File: src/rtl/gray_counter.sv
// ----------------------------------------------------------------------------
// gray_counter
//
// Parametrised synchronous up/down counter. The count is held in binary and
// also presented as Gray code. Both forms come from registers and update on
// the same clock edge. In clock-domain-crossing paths only the Gray output
// should cross domains; one Gray bit changes per count step.
//
// Parameters
//   WIDTH     : counter and code width in bits (>= 2)
//   WRAP      : 1 = wrap modulo 2^WIDTH, 0 = saturate at the end values
//   RESET_VAL : binary count loaded while rst_n is low
//
// Ports
//   clk          in   rising-edge clock
//   rst_n        in   asynchronous active-low reset
//   en           in   count enable (one step per cycle)
//   up           in   direction: 1 = increment, 0 = decrement
//   load         in   synchronous parallel load (has priority over en)
//   load_is_gray in   1 = load_val is Gray coded, 0 = binary
//   load_val     in   parallel load value
//   bin          out  registered binary count
//   gray         out  registered Gray code of bin
//   tc           out  terminal count for the current direction
//                     (combinational from the registered count and up)
//   wrapped      out  registered one-cycle pulse after a wrap-around edge
// ----------------------------------------------------------------------------
module gray_counter #(
    parameter int               WIDTH     = 4,
    parameter bit               WRAP      = 1'b1,
    parameter logic [WIDTH-1:0] RESET_VAL = '0
) (
    input  logic             clk,
    input  logic             rst_n,
    input  logic             en,
    input  logic             up,
    input  logic             load,
    input  logic             load_is_gray,
    input  logic [WIDTH-1:0] load_val,
    output logic [WIDTH-1:0] bin,
    output logic [WIDTH-1:0] gray,
    output logic             tc,
    output logic             wrapped
);

    localparam logic [WIDTH-1:0] ONE      = {{(WIDTH-1){1'b0}}, 1'b1};
    localparam logic [WIDTH-1:0] ALL_ONES = '1;

    logic [WIDTH-1:0] bin_q,  bin_d;
    logic [WIDTH-1:0] gray_q, gray_d;
    logic             wrapped_q, wrapped_d;
    logic [WIDTH-1:0] load_bin;
    logic             at_end;

    function automatic logic [WIDTH-1:0] bin2gray(input logic [WIDTH-1:0] b);
        return b ^ (b >> 1);
    endfunction

    // Gray to binary: prefix XOR running from the MSB down to bit 0.
    function automatic logic [WIDTH-1:0] gray2bin(input logic [WIDTH-1:0] g);
        logic [WIDTH-1:0] b;
        b[WIDTH-1] = g[WIDTH-1];
        for (int i = WIDTH - 2; i >= 0; i--) begin
            b[i] = b[i+1] ^ g[i];
        end
        return b;
    endfunction

    assign load_bin = load_is_gray ? gray2bin(load_val) : load_val;

    // End of the range in the current counting direction; doubles as tc.
    assign at_end = up ? (bin_q == ALL_ONES) : (bin_q == '0);

    always_comb begin
        // NOTE: every always_comb output gets a default first so no path
        // through the if/else chain can infer a latch.
        bin_d     = bin_q;
        wrapped_d = 1'b0;

        if (load) begin
            bin_d = load_bin;
        end else if (en) begin
            if (at_end && !WRAP) begin
                bin_d = bin_q;                      // saturate: hold the end value
            end else begin
                bin_d     = up ? (bin_q + ONE) : (bin_q - ONE);
                wrapped_d = at_end;
            end
        end

        // Gray is derived from the next binary value so both registers
        // always load a mutually consistent pair on the same edge.
        gray_d = bin2gray(bin_d);
    end

    always_ff @(posedge clk or negedge rst_n) begin
        if (!rst_n) begin
            bin_q     <= RESET_VAL;
            gray_q    <= bin2gray(RESET_VAL);
            wrapped_q <= 1'b0;
        end else begin
            // NOTE: non-blocking assignments keep every register sampling
            // the pre-edge values, independent of statement order.
            bin_q     <= bin_d;
            gray_q    <= gray_d;
            wrapped_q <= wrapped_d;
        end
    end

    assign bin     = bin_q;
    assign gray    = gray_q;
    assign wrapped = wrapped_q;
    assign tc      = at_end;

endmodule

File: config.mk
export PLATFORM = sky130hd
export DESIGN_NAME = gray_counter
export DESIGN_NICKNAME = d
export VERILOG_FILES = /design/src/rtl/gray_counter.sv
export SDC_FILE = /design/constraint.sdc
export NUM_CORES = 1
export LEC_CHECK = 0
export CORE_MARGIN = 1
export CORE_UTILIZATION = 40
export DETAILED_ROUTE_END_ITERATION = 7
export PLACE_DENSITY = 0.68
export RECOVER_POWER = 25
export SYNTH_ARGS = -nofsm -noshare
export SYNTH_HDL_FRONTEND = slang
export SYNTH_SLANG_ARGS = --single-unit
File: constraint.sdc
create_clock -name clk -period 2.1 [get_ports clk]
set_input_delay 0.42 -clock clk [delete_from_list [all_inputs] [get_ports clk]]
set_output_delay 0.42 -clock clk [all_outputs]
set_load 0.1 [all_outputs]
After elaboration in Yosys (flattened, before gate mapping) --
Cells that the tools add are included.
Storage, ports and cells: output and inout port bits 10, word-level logic and storage cells 18, register bits after elaboration 9, bits of input ports 10
Cells by class: reductions and logical operators 1, eq/ne operators 1, bitwise logic cells 4, add/subtract/negate cells 2, muxes and demuxes 7
Operators by type and width (number):
- $mux 4 | 3
- $add 4x1->4 const B | 1
- $eq 4x4->1 const B | 1
- $logic_not 4->1 | 1
- $sub 4x1->4 const B | 1
- $xor 4x3->4 | 1
- $mux 1 | 3
- $mux 3 | 1
- $xor 1x1->1 | 3

Depth between registers and ports, before layout --
depth after elaboration 6, gate-level depth with buffers 6

Worst setup path after synthesis --
OpenSTA, ideal clock, no wires.
path kind flip-flop to output port, start reg bin_q[0], in the netlist bin[0], end out tc, cell stages (with the launch flop) 3, data required time 1.680 ns, path slack -0.590 ns, data arrival time 2.270 ns, path through dfrtp_1 > or4_4 > o21ai_2
On the way: word-level cells in the longest chain between the ends 2, elaborated cells between the ends (all ways) 3, classes of those cells eq/ne (1); mux (1); reduce/logical (1)
RTL lines:
- start, declared | RTL line 49 | logic [WIDTH-1:0] bin_q, bin_d;
- start signal, assigned | RTL line 104 | bin_q <= bin_d;
- $eq 4x4->1 / $logic_not 4->1 (equally long branches) | RTL line 72 | assign at_end = up ? (bin_q == ALL_ONES) : (bin_q == '0);
- $mux 1 (*) | RTL line 72
- end, declared | RTL line 42 | output logic tc,
Mark *: on every way between the ends. The rest lies on a longest branch, timed or not.

Final worst setup path --
start in up, end out tc
On the way: word-level cells in the longest chain between the ends 1
RTL lines:
- start, declared | RTL line 36 | input logic up,
- $mux 1 | RTL line 72
No other way between the ends.

==> flow_metrics.env <==
export IMPL_fp_row_count=13
export IMPL_hold_viol=0
export IMPL_ioPinCount=20
export IMPL_synth_top_area_share_pct=34.78
export IMPL_vias=487
export IMPL_final_util_pct=64.10
export IMPL_synth_xor_area_share_pct=16.30
export IMPL_cts_tree="done"
export IMPL_powerDensity_mw_per_mm2=1114
export IMPL_clk_pin_slew_ns=0.06
export IMPL_synth_compound_area_share_pct=13.04
export IMPL_p_comb_share_pct=62.1
export IMPL_slowest_delay_ns=0.56
export IMPL_drive_gt1_share_pct=35.37
export IMPL_cts_root_buf="clkbuf_4"
export IMPL_die_w_um=39.93
export IMPL_setup_ws_ns=0.03945
export IMPL_yosysWarnings=0
export IMPL_clock_latency_ns=0.26
export IMPL_maxSlewHeadroom_pct=76.92
export IMPL_nFillCells=119
export IMPL_finalWirelength_mm=1.174
export IMPL_area_growth_pct=46.74
export IMPL_final_area_um2=844.6
export IMPL_core_area_mm2=0.001318
export IMPL_ant_nets=0
export IMPL_ir_drop_uv=466.6
export IMPL_clock_skew_ns=0.006942
export IMPL_cts_sinks=8
export IMPL_synth_nets=68
export IMPL_synth_top_family_by_area="simple AND/OR/NAND/NOR gates"
export IMPL_pwr_share_clk_pct=13.8
export IMPL_synthAdderAreaFrac_pct=7.826
export IMPL_synth_most_common_cell="dfrtp_1"
export IMPL_vias_per_cell=5.021
export IMPL_layout_nets=96
export IMPL_grt_total_usage_pct=16.69
export IMPL_tightest_slew_ns=0.3365
export IMPL_power_switching_mw=0.5098
export IMPL_multiInputGateArea_um2=351.6
export IMPL_cp_num_buf_inv=2
export IMPL_synth_top_cell_by_area="dfrtp_1"
export IMPL_finalSetupViolations=0
export IMPL_place_congestion=0.8029
export IMPL_ff2ff_setup_slack_ns=0.25
export IMPL_seq_area_um2=207.7
export IMPL_antenna_found_initial=0
export IMPL_grt_pass1_vias=396
export IMPL_cts_htree_levels=1
export IMPL_netlist_top_cells_count="dfrtp_1, xor2_1"
export IMPL_swShare_pct=54.19
export IMPL_outcome="finished clean"
export IMPL_fin_tns_setup_ns=0
export IMPL_cpMaxStageDelayCell="or4_4"
export IMPL_min_period_ns=2.061
export IMPL_critPathMaxFanout=5
export IMPL_route_detailed_wl_per_inst_um=12.10
export IMPL_required_ns=1.68
export IMPL_synthDistinctLibCells=31
export IMPL_synth_cells=55
export IMPL_first_pass_iters=2
export IMPL_p_int_mw=0.4310
export IMPL_critical_path_class="primary input to output pin"
export IMPL_seq_power_share_pct=24.1
export IMPL_grt_max_degree=11
export IMPL_async_reset_ff_share_pct=100.0
export IMPL_p_leak_nw=0.3875
export IMPL_drtIter0Drc=1
export IMPL_max_freq_mhz=485.3
export IMPL_clk_path_buf_depth=2
export IMPL_synth_simple_area_share_pct=20.87
export IMPL_crit_arrival_ns=1.64
export IMPL_drv_cap=0
export IMPL_synthMuxAreaShare_pct=1.739
export IMPL_critPathTopFamily="simple AND/OR/NAND/NOR gates"
export IMPL_grt_pass1_wl_mm=1.704
export IMPL_hp_class="primary input to asynchronous set/reset pin"
export IMPL_place_area_um2=797.0
export IMPL_syn_avg_cell_area_um2=10.46
export IMPL_rsz0062_at_grt="no"
export IMPL_drc=0
export IMPL_slew_violations=0
export IMPL_dp_hpwl_um=859.5
export IMPL_antenna_cells=0
export IMPL_power_mw=0.9407
export IMPL_cp_start_kind="primary input"
export IMPL_yosysSeqAreaShare_pct=34.78
export IMPL_fin_crit_sh_pct=98.12
export IMPL_place_ws_ns=-0.1853
export IMPL_synth_edf_count=0
export IMPL_synth_flop_cell="dfrtp_1"
export IMPL_endpoint_kind="output pin"
export IMPL_numCtsBuffers=3
export IMPL_io_buffers=19
export IMPL_die_h_um=39.93
export IMPL_start_util_pct=43.68
export IMPL_path_cells="dlygate4sd2_1 > or4_4 > o21ai_4 > buf_12"
export IMPL_syn_cell_area_um2=575.6
export IMPL_grt_overflow_total=0
export IMPL_die_area_mm2=0.001594
export IMPL_synthTopCellsByArea="dfrtp_1, xor2_1, xnor2_1"
export IMPL_ys_ff_latch=8
final timing paths:
check,from,cells after the start,end
worst min-delay path,rst_n,1,wrapped
min in group clk,bin[2],2,wrapped
worst min register to register,bin[2],2,wrapped
worst max register to register,bin[0],6,gray[1]
max in group asynchronous,rst_n,1,bin[0]
worst max-delay path,up,4,tc
registers in the layout, indices dropped and copies added, names as in the netlist:
name,count
gray,3
wrapped,1
bin,4
per-layer routing:
| metal | GRT usage (%) | part of all wire (%) | vias up |
|---|---|---|---|
| met5 | 0 | 0 | - |
| met4 | 7.759 | 1.2 | 0 |
| met3 | 5.000 | 3.9 | 2 |
| met2 | 24.19 | 48 | 14 |
| met1 | 22.49 | 47 | 224 |
| li1 | - | - | 247 |
power groups by stage:
stage	clock network [mW]	registers, mW	logic, mW
floorplan	0	0.491	0.179
global route	0.144	0.235	0.607
detailed placement	0	0.233	0.564
global placement	0	0.231	0.560
CTS	0.133	0.230	0.564
finish	0.130	0.227	0.584
area by class of cell:
cell class                 count  area share (%)
multi-input combinational     41           41.63
timing repair buffer          26           27.11
sequential                     8           24.59
clock buffer                   4           3.111
tap                           15           2.222
inverter                       3           1.333
stage by stage:
stage | cells | hold slack, ns
finish | 97 | 0.4952
global placement | 90 | 0.6895
floorplan | 55 | 0.1244
global route | 97 | 0.5021
detailed placement | 90 | 0.6938
CTS | 94 | 0.4328
cells by family (layout without fill, tap and decap cells):
logic type               Yosys count  after routing
AO/OA/AOI/OAI                     10             10
buffers and inverters              6             33
AND/OR/NAND/NOR                   18             18
adder cells (fa/ha/maj)            3              3
flip-flops                         8              8
multiplexers                       1              1
XOR/XNOR                           9              9
worst register-to-register path: cells and delay by family, from the launching register on:
family	cells	cell delay (ns)
buf+inv	2	0.22
xor+xnor	1	0.16
flops	1	0.48
compound gates	1	0.20
fa+ha+maj	1	0.42
mux	1	0.31
what timing repair did:
item	in CTS	in global routing
buffers inserted	0	3
hold buffers	0	0
pin swaps	1	2
hold endpoints to repair	0	0
gates resized for setup	1	0
endpoints found under the setup margin	1	1
placed cells by master (no fill, tap or decap), drive strengths merged, types with 2 or more instances in the layout:
cell           instances
a21oi                  3
dfrtp                  8
clkdlybuf4s50          7
buf                   17
inv                    3
and3b                  2
nand2                  3
xor2                   5
a2bb2oi                2
xnor2                  3
ha                     2
nand3                  2
o21ai                  2
clkbuf                 4
nor2                   2
No activity file was read; power rests on OpenSTA's default activity.
